[src/rtl/stump_pkg.sv]
// -----------------------------------------------------------------------------
// stump_pkg
// Shared constants for the Stump register bank slice.
//   DATA_W   : register / datapath width
//   ADDR_W   : register address width (2**ADDR_W registers)
//   REG_ZERO : index of the hard-wired zero register
//   REG_PC   : index of the program counter register
//   RESET_PC : default value loaded into the PC on reset
// -----------------------------------------------------------------------------
package stump_pkg;

    localparam int DATA_W = 16;
    localparam int ADDR_W = 3;

    localparam logic [2:0] REG_ZERO = 3'd0;
    localparam logic [2:0] REG_PC   = 3'd7;

    localparam logic [DATA_W-1:0] RESET_PC = 16'h0000;

endpackage

[src/rtl/stump_reg_bank_if.sv]
// -----------------------------------------------------------------------------
// stump_reg_bank_if
// Bundle of the register bank's write port, fetch increment, three read ports
// and the PC output.
//   master : control/datapath side (drives addresses, write data, strobes)
//   slave  : register bank side (returns read data and pc_out)
// -----------------------------------------------------------------------------
interface stump_reg_bank_if;
    import stump_pkg::*;

    logic              write_en;
    logic [ADDR_W-1:0] write_addr;
    logic [DATA_W-1:0] write_data;
    logic              pc_inc;
    logic [ADDR_W-1:0] read_addr_A;
    logic [ADDR_W-1:0] read_addr_B;
    logic [ADDR_W-1:0] read_addr_C;
    logic [DATA_W-1:0] read_data_A;
    logic [DATA_W-1:0] read_data_B;
    logic [DATA_W-1:0] read_data_C;
    logic [DATA_W-1:0] pc_out;

    modport master (
        output write_en, write_addr, write_data, pc_inc,
        output read_addr_A, read_addr_B, read_addr_C,
        input  read_data_A, read_data_B, read_data_C, pc_out
    );

    modport slave (
        input  write_en, write_addr, write_data, pc_inc,
        input  read_addr_A, read_addr_B, read_addr_C,
        output read_data_A, read_data_B, read_data_C, pc_out
    );

endinterface

[src/rtl/stump_read_port.sv]
// -----------------------------------------------------------------------------
// stump_read_port
// Combinational 2**ADDR_W:1 read mux for one register bank read port.
// Address 0 always returns zero. With STUMP_REG_BYPASS_EN defined, a write in
// the same cycle to the addressed (non-zero) register is forwarded.
// Ports:
//   addr       : register select
//   regs       : flattened view of all registers (entry 0 is ignored)
//   write_en   : write strobe        (STUMP_REG_BYPASS_EN only)
//   write_addr : write destination   (STUMP_REG_BYPASS_EN only)
//   write_data : write value         (STUMP_REG_BYPASS_EN only)
//   rd_data    : selected register contents
// -----------------------------------------------------------------------------
module stump_read_port
    import stump_pkg::*;
#(
    parameter int RP_DATA_W = DATA_W,
    parameter int RP_ADDR_W = ADDR_W
) (
    input  logic [RP_ADDR_W-1:0]                     addr,
    input  logic [2**RP_ADDR_W-1:0][RP_DATA_W-1:0]   regs,
`ifdef STUMP_REG_BYPASS_EN
    input  logic                                     write_en,
    input  logic [RP_ADDR_W-1:0]                     write_addr,
    input  logic [RP_DATA_W-1:0]                     write_data,
`endif
    output logic [RP_DATA_W-1:0]                     rd_data
);

    always_comb begin
        rd_data = regs[addr];
`ifdef STUMP_REG_BYPASS_EN
        // Forwarding only looks at the write port, so a pending pc_inc never
        // leaks the incremented PC into a same-cycle read.
        if (write_en && (write_addr == addr))
            rd_data = write_data;
`endif
        // Zero rule last so it overrides forwarding of an R0 write.
        if (addr == RP_ADDR_W'(REG_ZERO))
            rd_data = '0;
    end

endmodule

[src/rtl/stump_reg_bank.sv]
// -----------------------------------------------------------------------------
// stump_reg_bank
// Stump register bank: R0 hard-wired to zero, R1..R6 general purpose,
// R7 = program counter with a dedicated fetch increment. Three combinational
// read ports, one synchronous write port. Asynchronous active-low reset.
// Optional macro STUMP_REG_BYPASS_EN enables same-cycle write forwarding on
// the read ports.
// Ports:
//   clk   : system clock, state updates on rising edge
//   rst_n : asynchronous active-low reset
//   bus   : stump_reg_bank_if.slave (write port, pc_inc, read ports, pc_out)
// Parameters:
//   DATA_W, ADDR_W : widths (must match the interface / package)
//   RESET_PC       : value loaded into R7 on reset
// -----------------------------------------------------------------------------
module stump_reg_bank
    import stump_pkg::*;
#(
    parameter int                    BANK_DATA_W = DATA_W,
    parameter int                    BANK_ADDR_W = ADDR_W,
    parameter logic [DATA_W-1:0]     BANK_RESET_PC = RESET_PC
) (
    input  logic              clk,
    input  logic              rst_n,
    stump_reg_bank_if.slave   bus
);

    localparam int NUM_REGS = 2**BANK_ADDR_W;

    // R0 has no storage; R1..R(NUM_REGS-2) are plain registers.
    logic [BANK_DATA_W-1:0] gpr_reg [1:NUM_REGS-2];
    logic [BANK_DATA_W-1:0] pc_reg;

    logic [NUM_REGS-1:0][BANK_DATA_W-1:0] reg_view;
    logic                                 pc_write;

    assign pc_write = bus.write_en && (bus.write_addr == BANK_ADDR_W'(REG_PC));

    always_ff @(posedge clk or negedge rst_n) begin
        if (!rst_n) begin
            for (int i = 1; i < NUM_REGS - 1; i++)
                gpr_reg[i] <= '0;
            pc_reg <= BANK_RESET_PC;
        end else begin
            for (int i = 1; i < NUM_REGS - 1; i++)
                if (bus.write_en && (bus.write_addr == BANK_ADDR_W'(i)))
                    gpr_reg[i] <= bus.write_data;
            // A branch write to R7 beats the fetch increment.
            if (pc_write)
                pc_reg <= bus.write_data;
            else if (bus.pc_inc)
                pc_reg <= pc_reg + BANK_DATA_W'(1);
        end
    end

    always_comb begin
        reg_view = '0;
        for (int i = 1; i < NUM_REGS - 1; i++)
            reg_view[i] = gpr_reg[i];
        reg_view[NUM_REGS-1] = pc_reg;
    end

    assign bus.pc_out = pc_reg;

    // Three identical read ports.
    logic [BANK_ADDR_W-1:0] rd_addr [3];
    logic [BANK_DATA_W-1:0] rd_data [3];

    assign rd_addr[0] = bus.read_addr_A;
    assign rd_addr[1] = bus.read_addr_B;
    assign rd_addr[2] = bus.read_addr_C;

    assign bus.read_data_A = rd_data[0];
    assign bus.read_data_B = rd_data[1];
    assign bus.read_data_C = rd_data[2];

    generate
        for (genvar gi = 0; gi < 3; gi++) begin : g_read_port
            stump_read_port #(
                .RP_DATA_W (BANK_DATA_W),
                .RP_ADDR_W (BANK_ADDR_W)
            ) u_read_port (
                .addr       (rd_addr[gi]),
                .regs       (reg_view),
`ifdef STUMP_REG_BYPASS_EN
                .write_en   (bus.write_en),
                .write_addr (bus.write_addr),
                .write_data (bus.write_data),
`endif
                .rd_data    (rd_data[gi])
            );
        end
    endgenerate

endmodule

[src/flat_wrapper.sv]
// flat-port wrapper written by rule: the top's interface ports become plain ports
module stump_reg_bank_flat import stump_pkg::*;
#(
    parameter int                    BANK_DATA_W = DATA_W,
    parameter int                    BANK_ADDR_W = ADDR_W,
    parameter logic [DATA_W-1:0]     BANK_RESET_PC = RESET_PC
)
  (clk, rst_n, bus_write_en, bus_write_addr, bus_write_data, bus_pc_inc, bus_read_addr_A, bus_read_addr_B, bus_read_addr_C, bus_read_data_A, bus_read_data_B, bus_read_data_C, bus_pc_out);
  stump_reg_bank_if bus_i ();
  input  logic clk;
  input  logic rst_n;
  input wire logic [$bits(bus_i.write_en)-1:0] bus_write_en;
  input wire logic [$bits(bus_i.write_addr)-1:0] bus_write_addr;
  input wire logic [$bits(bus_i.write_data)-1:0] bus_write_data;
  input wire logic [$bits(bus_i.pc_inc)-1:0] bus_pc_inc;
  input wire logic [$bits(bus_i.read_addr_A)-1:0] bus_read_addr_A;
  input wire logic [$bits(bus_i.read_addr_B)-1:0] bus_read_addr_B;
  input wire logic [$bits(bus_i.read_addr_C)-1:0] bus_read_addr_C;
  output wire logic [$bits(bus_i.read_data_A)-1:0] bus_read_data_A;
  output wire logic [$bits(bus_i.read_data_B)-1:0] bus_read_data_B;
  output wire logic [$bits(bus_i.read_data_C)-1:0] bus_read_data_C;
  output wire logic [$bits(bus_i.pc_out)-1:0] bus_pc_out;
  assign bus_i.write_en = bus_write_en;
  assign bus_i.write_addr = bus_write_addr;
  assign bus_i.write_data = bus_write_data;
  assign bus_i.pc_inc = bus_pc_inc;
  assign bus_i.read_addr_A = bus_read_addr_A;
  assign bus_i.read_addr_B = bus_read_addr_B;
  assign bus_i.read_addr_C = bus_read_addr_C;
  assign bus_read_data_A = bus_i.read_data_A;
  assign bus_read_data_B = bus_i.read_data_B;
  assign bus_read_data_C = bus_i.read_data_C;
  assign bus_pc_out = bus_i.pc_out;
  stump_reg_bank #(.BANK_DATA_W(BANK_DATA_W), .BANK_ADDR_W(BANK_ADDR_W), .BANK_RESET_PC(BANK_RESET_PC)) u_core (.clk(clk), .rst_n(rst_n), .bus(bus_i));
endmodule
[config.mk]
export PLATFORM = sky130hd
export DESIGN_NAME = stump_reg_bank_flat
export DESIGN_NICKNAME = d
export VERILOG_FILES = /design/src/rtl/stump_pkg.sv /design/src/rtl/stump_reg_bank_if.sv /design/src/rtl/stump_read_port.sv /design/src/rtl/stump_reg_bank.sv /design/src/flat_wrapper.sv
export SDC_FILE = /design/constraint.sdc
export NUM_CORES = 1
export LEC_CHECK = 0
export CORE_MARGIN = 1
export CORE_UTILIZATION = 50
export DETAILED_ROUTE_END_ITERATION = 16
export DONT_BUFFER_PORTS = 1
export GPL_TIMING_DRIVEN = 0
export PLACE_DENSITY_LB_ADDON = 0.15
export REMOVE_ABC_BUFFERS = 1
export SYNTH_ARGS = -nofsm -noshare
export SYNTH_HDL_FRONTEND = slang
export SYNTH_SLANG_ARGS = --single-unit
[constraint.sdc]
create_clock -name clk -period 2.2 [get_ports clk]
set_input_delay 0.44 -clock clk [delete_from_list [all_inputs] [get_ports clk]]
set_output_delay 0.44 -clock clk [all_outputs]
set_load 0.01 [all_outputs]
==> reports/results.tsv, run 1 <==
stage	metric	value	unit
drt	initial detailed-routing violation count	361	
placed_design	hpwl dp	12.0	mm
clock_tree	H-Tree Depth	3	
floorplanning	io pins	96	
clock_tree	worst skew pair latency	0.36	ns
drt	via count	5109	
worst_setup_path	CP Capture Type	output port	
global_routing	vias in the first global route	5240	
worst_setup_path	worst reg2reg path startpoint	u_core.bus.pc_out[0]	
sta	Slew @ Worst Pin	1.19	ns
floorplanning	total die area	15400	um2
sta	Hold Fails Final Rpt	112	
clock_tree	post-CTS repair timing setup buffer count	0	
layout	diode count	0	
sta	Min Clock Period, post-route	2.13	ns
global_routing	first-pass GRT wire length	31.1	mm
run_status	status	finished with violations	
placed_design	pre-CTS setup slack	0.112	ns
placed_design	routability cong.	0.766	
drt	final wirelength	20.0	mm
worst_setup_path	CP Class	in -> out	
logic_synthesis	Most used DFF post-synth	dfrtp_1	
layout	Largest register FFs	96	
worst_setup_path	CP startpoint kind	input pin	
worst_setup_path	Crit Path Max Fanout	34	
worst_setup_path	Critical Path RT	1.76	ns
logic_synthesis	Seq/Total Area, Yosys	37.5	%
flow_run	max_cap viols	0	
logic_synthesis	Yosys top cell by area	dfrtp_1	
logic_synthesis	post-synthesis register bit count	112	
global_routing	Total GRT Usage	26.6	%
floorplanning	CORE AREA	14500	um2
logic_synthesis	EDFF count, synth	0	
floorplanning	Die X	124	um
logic_synthesis	Mapped Area	7470	um2
placed_design	PortBufs	0	
worst_hold_path	worst hold path class	in -> async	
clock_tree	clk slew on worst S/H paths	0.07	ns
layout	fin nets	594	
global_routing	initial antenna violation count	0	
logic_synthesis	Cell variety after synth	39	
run_status	failing checks	hold timing	
sta	worst clock skew	0.00561	ns
logic_synthesis	Async SR Flop Fraction	100	%
floorplanning	Initial Util	51.4	%
logic_synthesis	Post-Synthesis Cells	620	
sta	slew margin rel.	21.0	%
clock_tree	CTS Sinks	112	
logic_synthesis	largest cells by area after synthesis	dfrtp_1 38%, mux2_2 22%, mux4_2 14%, a221oi_1 3.5%, buf_4 2.4%	
power_and_ir_drop	Leakage	2.98	nW
sta	PnR worst setup slack	0.0674	ns
drt	final antenna-violating net count	0	
drt	Vias/cell	6.81	
worst_setup_path	flop2flop setup slack	0.34	ns
clock_tree	CTS Buf Count	9	
power_and_ir_drop	VDD IR max	0.000386	V
layout	layout cell share with drive strength beyond 1	39.9	%
floorplanning	Die H	124	um
sta	period utilization	96.9	%
logic_synthesis	Avg Cell Area, Syn	12.1	um2
power_and_ir_drop	PwrDens	880	nW/um2
drt	drt pass-1 iters	5	
global_routing	pin count of the biggest net entering global routing	113	
clock_tree	clk buf depth	2	
floorplanning	row count	44	
logic_synthesis	Yosys top cell area share	37.5	%
layout	Syn-to-layout area delta	1.93	%
logic_synthesis	Ys Warns	0	
worst_setup_path	worst reg2reg path depth	5	
drt	DRC viols	0	
global_routing	grt ovf	0	
worst_setup_path	Crit path arrival time	1.69	ns
clock_tree	Root Buffer	clkbuf_16	
sta	final setup vio count	0	
drt	per-cell routed wire length	26.7	um
sta	fmax	0.469	GHz
sta	Slew Viols, Final	0	
sta	hold_ws	-0.231	ns
sta	RSZ-0062 raised after global routing	false	
layout	Final Util	52.4	%
worst_setup_path	R2R Path End	u_core.bus.pc_out[14]	
clock_tree	CTS tree	done	
-- cell families after synthesis --
group / after synthesis / share of synthesized area, %
adders and majority gates: 1 / 0.167
buffers and inverters: 106 / 7.90
xor gates and xnor gates: 11 / 1.29
DFF: 112 / 37.5
AOI/OAI and AO/OA: 110 / 9.51
and+or+nand+nor: 83 / 6.80
muxes: 197 / 36.8
-- worst max-delay path, cell delays in order --
cell and delay, ns:
nor2b_2 0.44, buf_8 0.23, a22oi_1 0.10, o21ai_0 0.46
-- worst max path at each step --
stage,start,endpoint,slack [ns],depth (start not counted)
after floorplan,bus_write_en,u_core.gpr_reg[80],-0.44,2
after global placement,bus_write_addr[1],u_core.gpr_reg[86],-2.21,2
after detailed placement,bus_read_addr_A[1],bus_read_data_A[9],0.11,4
after CTS,u_core.bus.pc_out[3],bus_read_data_A[3],0.02,3
after global routing,u_core.bus.pc_out[9],bus_read_data_A[9],0.009,3
final,bus_read_addr_A[1],bus_read_data_A[9],0.07,4
-- Yosys cell counts (6+ instances only) --
library cell  count
a21oi_1          32
a221oi_1         30
a22oi_1          17
buf_2            24
buf_4            24
buf_6             8
clkbuf_1         14
dfrtp_1         112
inv_1            32
mux2_2          143
mux2i_1           6
mux4_2           48
nand2_1          42
nor2_1            6
o21ai_0          28
xnor2_1           7
-- stage by stage --
| step | hold WS (ns) | total power, mW | TNS (ns) | cells | instance area, um2 |
|---|---|---|---|---|---|
| after global routing | -0.244 | 7.07 | 0 | 750 | 7620 |
| final | -0.231 | 6.70 | 0 | 750 | 7620 |
| after global placement | 0.148 | 4.91 | -67.36 | 730 | 7230 |
| after detailed placement | 0.148 | 5.03 | 0 | 734 | 7310 |
| after floorplan | 0.144 | 4.59 | -7.04 | 546 | 7000 |
| after CTS | -0.238 | 6.73 | 0 | 750 | 7610 |
-- cells in the final DEF (no fill, tap or decap), types with 5 or more instances in the layout --
master / n
clkbuf_16: 9
a221oi_1: 30
xnor2_1: 7
mux4_2: 48
a21oi_1: 32
mux2i_1: 6
mux2_2: 143
a22oi_1: 17
nand2_1: 42
nor2_1: 6
o21ai_0: 28
inv_1: 32
nand3_1: 5
dfrtp_1: 110
nor4_1: 5
-- power by group --
part           switching (mW)  total [mW]  leakage [nW]  internal (mW)
Combinational           0.683        1.78          1.49           1.10
Clock                   0.777        1.69         0.145          0.914
Sequential              0.688        3.23          1.34           2.54
Total                    2.15        6.70          2.98           4.56
-- layout make-up --
| cell class | instances | area, um2 |
|---|---|---|
| fill | 1265 | 6920 |
| multi-input combinational | 402 | 4100 |
| sequential | 112 | 2810 |
| clock buffer | 11 | 243 |
| tap | 184 | 230 |
| inverter | 32 | 120 |
| timing repair buffer | 4 | 60.1 |
| clock inverter | 5 | 56.3 |
-- repair_timing --
action / 4_1_cts / 5_1_grt
setup endpoints to repair: 0 / 4
hold endpoints to repair: 112 / 112
gates resized for setup: 0 / 2
-- routing by layer --
layer | share of wire (%) | GRT usage (%) | wire length [um]
met5 | 0 | 0 | 0
met4 | 2.3 | 10.1 | 451
met3 | 7.2 | 5.78 | 1440
met2 | 47 | 41.2 | 9360
met1 | 44 | 36.6 | 8790
(Power assumes the default switching activity.)
==> inputs of run 2 (changes only) <==
CAP_MARGIN = 20   (was not set)
clock period = 2.7 ns   (was 2.2 ns; I/O delays follow)
==> run 2 against run 1 <==
Compared with the run above: the flow still finishes with violations (hold timing); cell count grew 0.27%; sequential cell count is the same; register-to-register slack gained 0.49 ns; via count shrank 0.49%; setup slack gained 0.30 ns; critical endpoint unchanged; critical path type unchanged; sequential share of layout area shrank 0.23 points; die area is the same; core utilization grew 0.28 points; worst hold slack gained 0.10 ns; non-clock buffer count grew 2; clock power shrank 18%; wire length grew 0.50%.
==> reports/results.tsv, run 2 (synthesized netlist as in run 1, its figures left out) <==
stage	metric	value	unit
clock_tree	H-Tree Depth	3	
sta	final setup vio count	0	
flow_run	max_cap viols	0	
layout	diode count	0	
power_and_ir_drop	Int Pwr	3.71	mW
power_and_ir_drop	PwrDens	714	nW/um2
layout	most frequent cells in the layout	143 x mux2_2, 112 x dfrtp_1, 48 x mux4_2	
sta	setup tns final	0	ns
drt	via count	5084	
floorplanning	row count	44	
worst_setup_path	Max stage delay on crit path	0.45	ns
clock_tree	CTS tree	done	
floorplanning	CORE AREA	14500	um2
worst_setup_path	worst reg2reg path depth	5	
run_status	failing checks	hold timing	
worst_setup_path	Critical Path RT	2.16	ns
clock_tree	worst skew pair latency	0.36	ns
worst_setup_path	slowest CP cell	nor2b_2	
sta	worst clock skew	0.00587	ns
floorplanning	Die H	124	um
power_and_ir_drop	Sw Pwr	1.76	mW
power_and_ir_drop	Net Sw Frac	32.1	%
sta	slew margin rel.	24.3	%
worst_setup_path	CP Capture Type	output port	
worst_hold_path	worst hold path class	in -> async	
drt	Vias/cell	6.76	
sta	Slew Viols, Final	0	
worst_setup_path	CP Class	in -> out	
floorplanning	total die area	15400	um2
layout	layout cell share with drive strength beyond 1	39.8	%
global_routing	initial antenna violation count	0	
sta	hold_ws	-0.129	ns
power_and_ir_drop	VDD IR max	0.000317	V
sta	Hold Fails Final Rpt	112	
clock_tree	Root Buffer	clkbuf_16	
clock_tree	post-CTS repair timing setup buffer count	0	
power_and_ir_drop	clock share of power	25.3	%
worst_setup_path	Crit Path Max Fanout	34	
worst_setup_path	worst path cell trace	nor2b_2 -> buf_8 -> a22oi_1 -> o21ai_0	
floorplanning	Die X	124	um
layout	most common library cell in the layout ignoring fill and taps	mux2_2	
worst_setup_path	R2R Path End	u_core.bus.pc_out[14]	
global_routing	vias in the first global route	5240	
layout	Final Util	52.7	%
global_routing	pin count of the biggest net entering global routing	113	
drt	per-cell routed wire length	26.8	um
power_and_ir_drop	Leakage	3.00	nW
placed_design	PortBufs	0	
drt	final antenna-violating net count	0	
worst_setup_path	Crit path buffers/inverters	1	
layout	fin nets	596	
sta	RSZ-0062 raised after global routing	false	
global_routing	first-pass GRT wire length	31.1	mm
clock_tree	clk buf depth	2	
power_and_ir_drop	Design Power	5.47	mW
worst_setup_path	flop2flop setup slack	0.83	ns
clock_tree	CTS Buf Count	9	
drt	DRC viols	0	
layout	fill cell count	1261	
placed_design	routability cong.	0.766	
sta	Min Clock Period, post-route	2.33	ns
placed_design	hpwl dp	12.0	mm
drt	final wirelength	20.1	mm
drt	initial detailed-routing violation count	312	
sta	period utilization	86.4	%
global_routing	Total GRT Usage	26.6	%
floorplanning	io pins	96	
drt	drt pass-1 iters	5	
sta	Slew @ Worst Pin	1.13	ns
floorplanning	Initial Util	51.4	%
global_routing	grt ovf	0	
power_and_ir_drop	register share of total power	48.0	%
layout	Syn-to-layout area delta	2.46	%
clock_tree	clk slew on worst S/H paths	0.07	ns
worst_setup_path	Crit path arrival time	1.79	ns
worst_setup_path	crit-path leading delay family	compound AO/OA/AOI/OAI gates	
worst_setup_path	worst reg2reg path startpoint	u_core.bus.pc_out[0]	
power_and_ir_drop	Gate power share	26.6	%
run_status	status	finished with violations	
worst_setup_path	CP startpoint kind	input pin	
clock_tree	CTS Sinks	112	
sta	fmax	0.429	GHz
layout	Largest register FFs	96	
==> run 2: cell types whose count changed in the layout (fill, tap and decap cells not counted) <==
cell | before | now
dfrtp_2 | 2 | 0
buf_8 | 4 | 5
dfrtp_1 | 110 | 112
buf_16 | 0 | 1
==> run 2: power by group through the flow <==
stage / clock network [mW] / registers, mW / logic [mW]
2_1_floorplan: 0 / 2.48 / 1.26
3_3_place_gp: 0 / 2.60 / 1.40
3_5_place_dp: 0 / 2.65 / 1.45
4_1_cts: 1.41 / 2.61 / 1.46
5_1_grt: 1.47 / 2.70 / 1.59
6_report: 1.38 / 2.63 / 1.46
==> run 2: metrics by stage <==
step	cells	setup slack [ns]	hold WS, ns	area (um2)
after detailed placement	734	0.412	0.248	7310
after global routing	752	0.339	-0.143	7660
after floorplan	546	-0.0402	0.244	7000
final	752	0.367	-0.129	7660
after global placement	730	-1.81	0.248	7230
after CTS	750	0.411	-0.138	7610
==> run 2: metal layers <==
layer,share of wire [%],routed length [um],vias to the layer above,GRT usage (%)
met5,0,0,-,0
met4,1.9,378,0,10.1
met3,6.9,1380,26,5.78
met2,47,9480,188,41.2
met1,44,8900,2652,36.6
li1,-,-,2218,-
==> run 2: final cells by class <==
type / instances / area [um2] / share of cell area [%]
multi-input cells: 402 / 4100 / 53.6
flip-flops and latches: 112 / 2800 / 36.6
clock buffers: 11 / 243 / 3.17
well taps: 184 / 230 / 3.01
inverters: 32 / 120 / 1.57
repair buffers: 6 / 103 / 1.34
clock inverters: 5 / 56.3 / 0.735
==> run 2: repair_timing <==
action | in CTS | in global routing
hold endpoints to repair | 112 | 112
endpoints found under the setup margin | 0 | 0
gates resized for setup | 0 | 0
==> run 2: worst max-delay path by stage <==
stage | start | end | slack (ns) | cells after the start
4_1_cts | bus_read_addr_A[1] | bus_read_data_A[9] | 0.41 | 4
2_1_floorplan | bus_write_en | u_core.gpr_reg[80] | -0.04 | 2
3_3_place_gp | bus_write_addr[1] | u_core.gpr_reg[86] | -1.81 | 2
6_report | bus_read_addr_A[1] | bus_read_data_A[9] | 0.37 | 4
5_1_grt | bus_read_addr_A[1] | bus_read_data_A[9] | 0.34 | 4
3_5_place_dp | bus_read_addr_A[1] | bus_read_data_A[9] | 0.41 | 4
==> run 2: worst reg2reg max path: stages (launching register included) <==
cell and delay (ns):
dfrtp_1 0.54, ha_1 0.27, nand4_4 0.21, nor4_1 0.41, mux2i_1 0.26, nand2_1 0.07
==> RTL edit (flow settings as in run 2) <==
Change the package constant `ADDR_W` from 3 to 4.
--- a/src/rtl/stump_pkg.sv
+++ b/src/rtl/stump_pkg.sv
@@ -10,7 +10,7 @@
 package stump_pkg;
 
     localparam int DATA_W = 16;
-    localparam int ADDR_W = 3;
+    localparam int ADDR_W = 4;
 
     localparam logic [2:0] REG_ZERO = 3'd0;
     localparam logic [2:0] REG_PC   = 3'd7;
Interface: changed (resized bus_read_addr_A, bus_read_addr_B, bus_read_addr_C and bus_write_addr); port bits go from 96 to 100. The function was not compared with the original's and may differ.
==> RTL edit against run 2 <==
The flow still finishes with violations (negative hold slack). Sequential cell count grew 128. Sequential power grew 110%. Worst hold slack lost 0.19 ns. Cell area grew 110%. Register-to-register slack lost 0.37 ns. Setup slack lost 0.34 ns. Power grew 120%. First-iteration DRC count grew to 3.5 times the old value. Area after synthesis grew 100%. Routed wire length grew 130%. Highest routed layer unchanged.
==> RTL edit: results (changes against run 2) <==
| Metric | Value |
|---|---|
| Status | `finished, violations left` |
| Failing checks | `negative hold slack` |
| First-pass GRT wire length | `69200 um (+120%)` |
| Final Hold Vio Count | `240 (+110%)` |
| Ant diodes | `0 (unchanged)` |
| Deepest clock path buffer count | `3 (+1)` |
| Hold slack | `-0.319 ns (-0.190 ns)` |
| R2R Path Start | `u_core.bus.pc_out[2]` |
| CP top delay family | `multiplexers` |
| Reg2reg setup slack | `0.46 ns (-0.37 ns)` |
| Clk slew on worst S/H paths | `0.06 ns` |
| Worst reg2reg path endpoint | `u_core.bus.pc_out[15]` |
| Worst R2R Path Depth | `5 (unchanged)` |
| Synth Area in Compound Gates | `6.94% (-2.6 points)` |
| Number of buffers created by CTS | `28 (+19)` |
| Initial DRC count | `1092 (+250%)` |
| Synth area leaders | `dfrtp_1 39%, mux4_2 21%, mux2_2 14%` |
| Largest net degree at the start of global routing | `241 (+110%)` |
| DPL Wire Length | `27900 um (+130%)` |
| Leak | `0.00655 uW (+120%)` |
| Min-delay worst type | `in -> async` |
| Syn. warnings | `0 (unchanged)` |
| Worst-path fanout max | `10 (-71%)` |
| Post-synthesis xor/xnor area fraction | `0.864% (-0.43 points)` |
| Fillers | `2509 (+99%)` |
| Post-synthesis adder-cell area fraction | `0.0822% (-0.085 points)` |
| Max reg flops | `224 (+130%)` |
| Clock Skew | `0.0195 ns (+0.0137 ns)` |
| GP Congestion | `0.758 (-0.99%)` |
| Vias per inst | `6.98 (+3.2%)` |
| Final net count | `1096 (+84%)` |
| Port-buffer cells | `0 (unchanged)` |
| Initial antenna violation count | `0 (unchanged)` |
| Actual slew at the worst max-slew pin | `1.10 ns (-0.0351 ns)` |
| Cell variety after synth | `42 (+7.7%)` |
| Clock Latency Late Sink | `0.56 ns (+0.20 ns)` |
| Root buf cell | `clkbuf_16` |
| DR WL/cell | `31.7 um (+18%)` |
| Worst Path Arrival | `2.13 ns (+0.34 ns)` |
| Ys flop type | `dfrtp_1` |
| CP max-delay cell | `mux4_2` |
| Post-synthesis sequential area ratio | `39.5% (+2.0 points)` |
| Switching part of the total | `29.4% (-2.8 points)` |
| Post-synth top cells | `240 x dfrtp_1, 192 x mux2_2, 140 x mux4_2` |
| Gr usage total | `30.7% (+4.1 points)` |
| Router iterations before antenna repair | `5 (unchanged)` |
| Post-synth ARST share | `100% (unchanged)` |
| Htree depth | `1 (-2)` |
| Mux cell area share after synthesis | `42.7% (+5.9 points)` |
| Peak VDD IR | `0.540 mV (+70%)` |
| Share of layout cells above drive strength 1 | `38.7% (-1.0 points)` |
| Dpl ws | `0.00800 ns (-0.404 ns)` |
| CP peak stage delay | `0.55 ns (+0.10 ns)` |
| Vias in the first global route | `10.3k (+96%)` |
[RTL edit: metal layers]
| metal | track usage [%] | routed length (um) | vias up |
|---|---|---|---|
| met1 | 44.7 | 20300 | 5487 |
| met2 | 46.8 | 21300 | 429 |
| met3 | 6.09 | 3660 | 82 |
| met4 | 8.58 | 1260 | 0 |
| li1 | - | - | 4251 |
| met5 | 0 | 0 | - |
[RTL edit: how the worst max path moves through the flow]
stage | startpoint | endpoint | slack [ns] | cells past startpoint
floorplan | bus_read_addr_C[1] | bus_read_data_C[11] | 0.39 | 4
global placement | bus_read_addr_C[1] | bus_read_data_C[11] | -1.24 | 4
detailed placement | bus_read_addr_C[1] | bus_read_data_C[11] | 0.008 | 5
CTS | u_core.bus.pc_out[8] | bus_read_data_C[8] | 0.0004 | 2
global route | u_core.bus.pc_out[3] | bus_read_data_B[3] | 0.003 | 2
finish | u_core.bus.pc_out[3] | bus_read_data_B[3] | 0.03 | 2
[RTL edit: layout make-up]
type,instances,area (um^2),area share (%)
multi-input cells,768,8590,52.5
well taps,390,488,2.99
clock buffers,47,873,5.34
flip-flops and latches,240,6020,36.8
inverters,5,22.5,0.138
clock inverters,3,15.0,0.0919
repair buffers,16,340,2.08
[RTL edit: repair_timing]
item / 4_1_cts / 5_1_grt
setup endpoints to repair: 7 / 12
hold endpoints to repair: 240 / 240
buffers inserted: 0 / 0
resized for setup: 6 / 4
cloned: 0 / 0
[RTL edit: logic make-up (layout without fill, tap and decap cells)]
logic type / count (synthesis) / count (layout)
muxes: 439 / 439
DFF: 240 / 240
and+or+nand+nor: 166 / 166
AOI/OAI and AO/OA: 147 / 147
buffers and inverters: 125 / 71
xor gates and xnor gates: 15 / 15
adders and majority gates: 1 / 1
[RTL edit: worst reg2reg max path, delay by kind of cell, from the launching register on]
| family | cells | cell delay, ns |
|---|---|---|
| and+or+nand+nor | 3 | 1.26 |
| DFF | 1 | 0.54 |
| xor gates and xnor gates | 1 | 0.18 |
| AOI/OAI and AO/OA | 1 | 0.16 |
[RTL edit: power groups by stage]
stage	Clock [uW]	Sequential, uW	Combinational [uW]
final	3710	5490	2940
after global routing	3910	5640	3170
after CTS	3760	5470	2950
after detailed placement	0	5520	2930
after global placement	0	5450	2850
after floorplan	0	5160	2490
[RTL edit: metrics by stage]
| stage | std cells | area [um^2] |
|---|---|---|
| after floorplan | 1013 | 14600 |
| after CTS | 1468 | 16300 |
| final | 1469 | 16300 |
| after global routing | 1469 | 16300 |
| after detailed placement | 1418 | 15400 |
| after global placement | 1403 | 15000 |
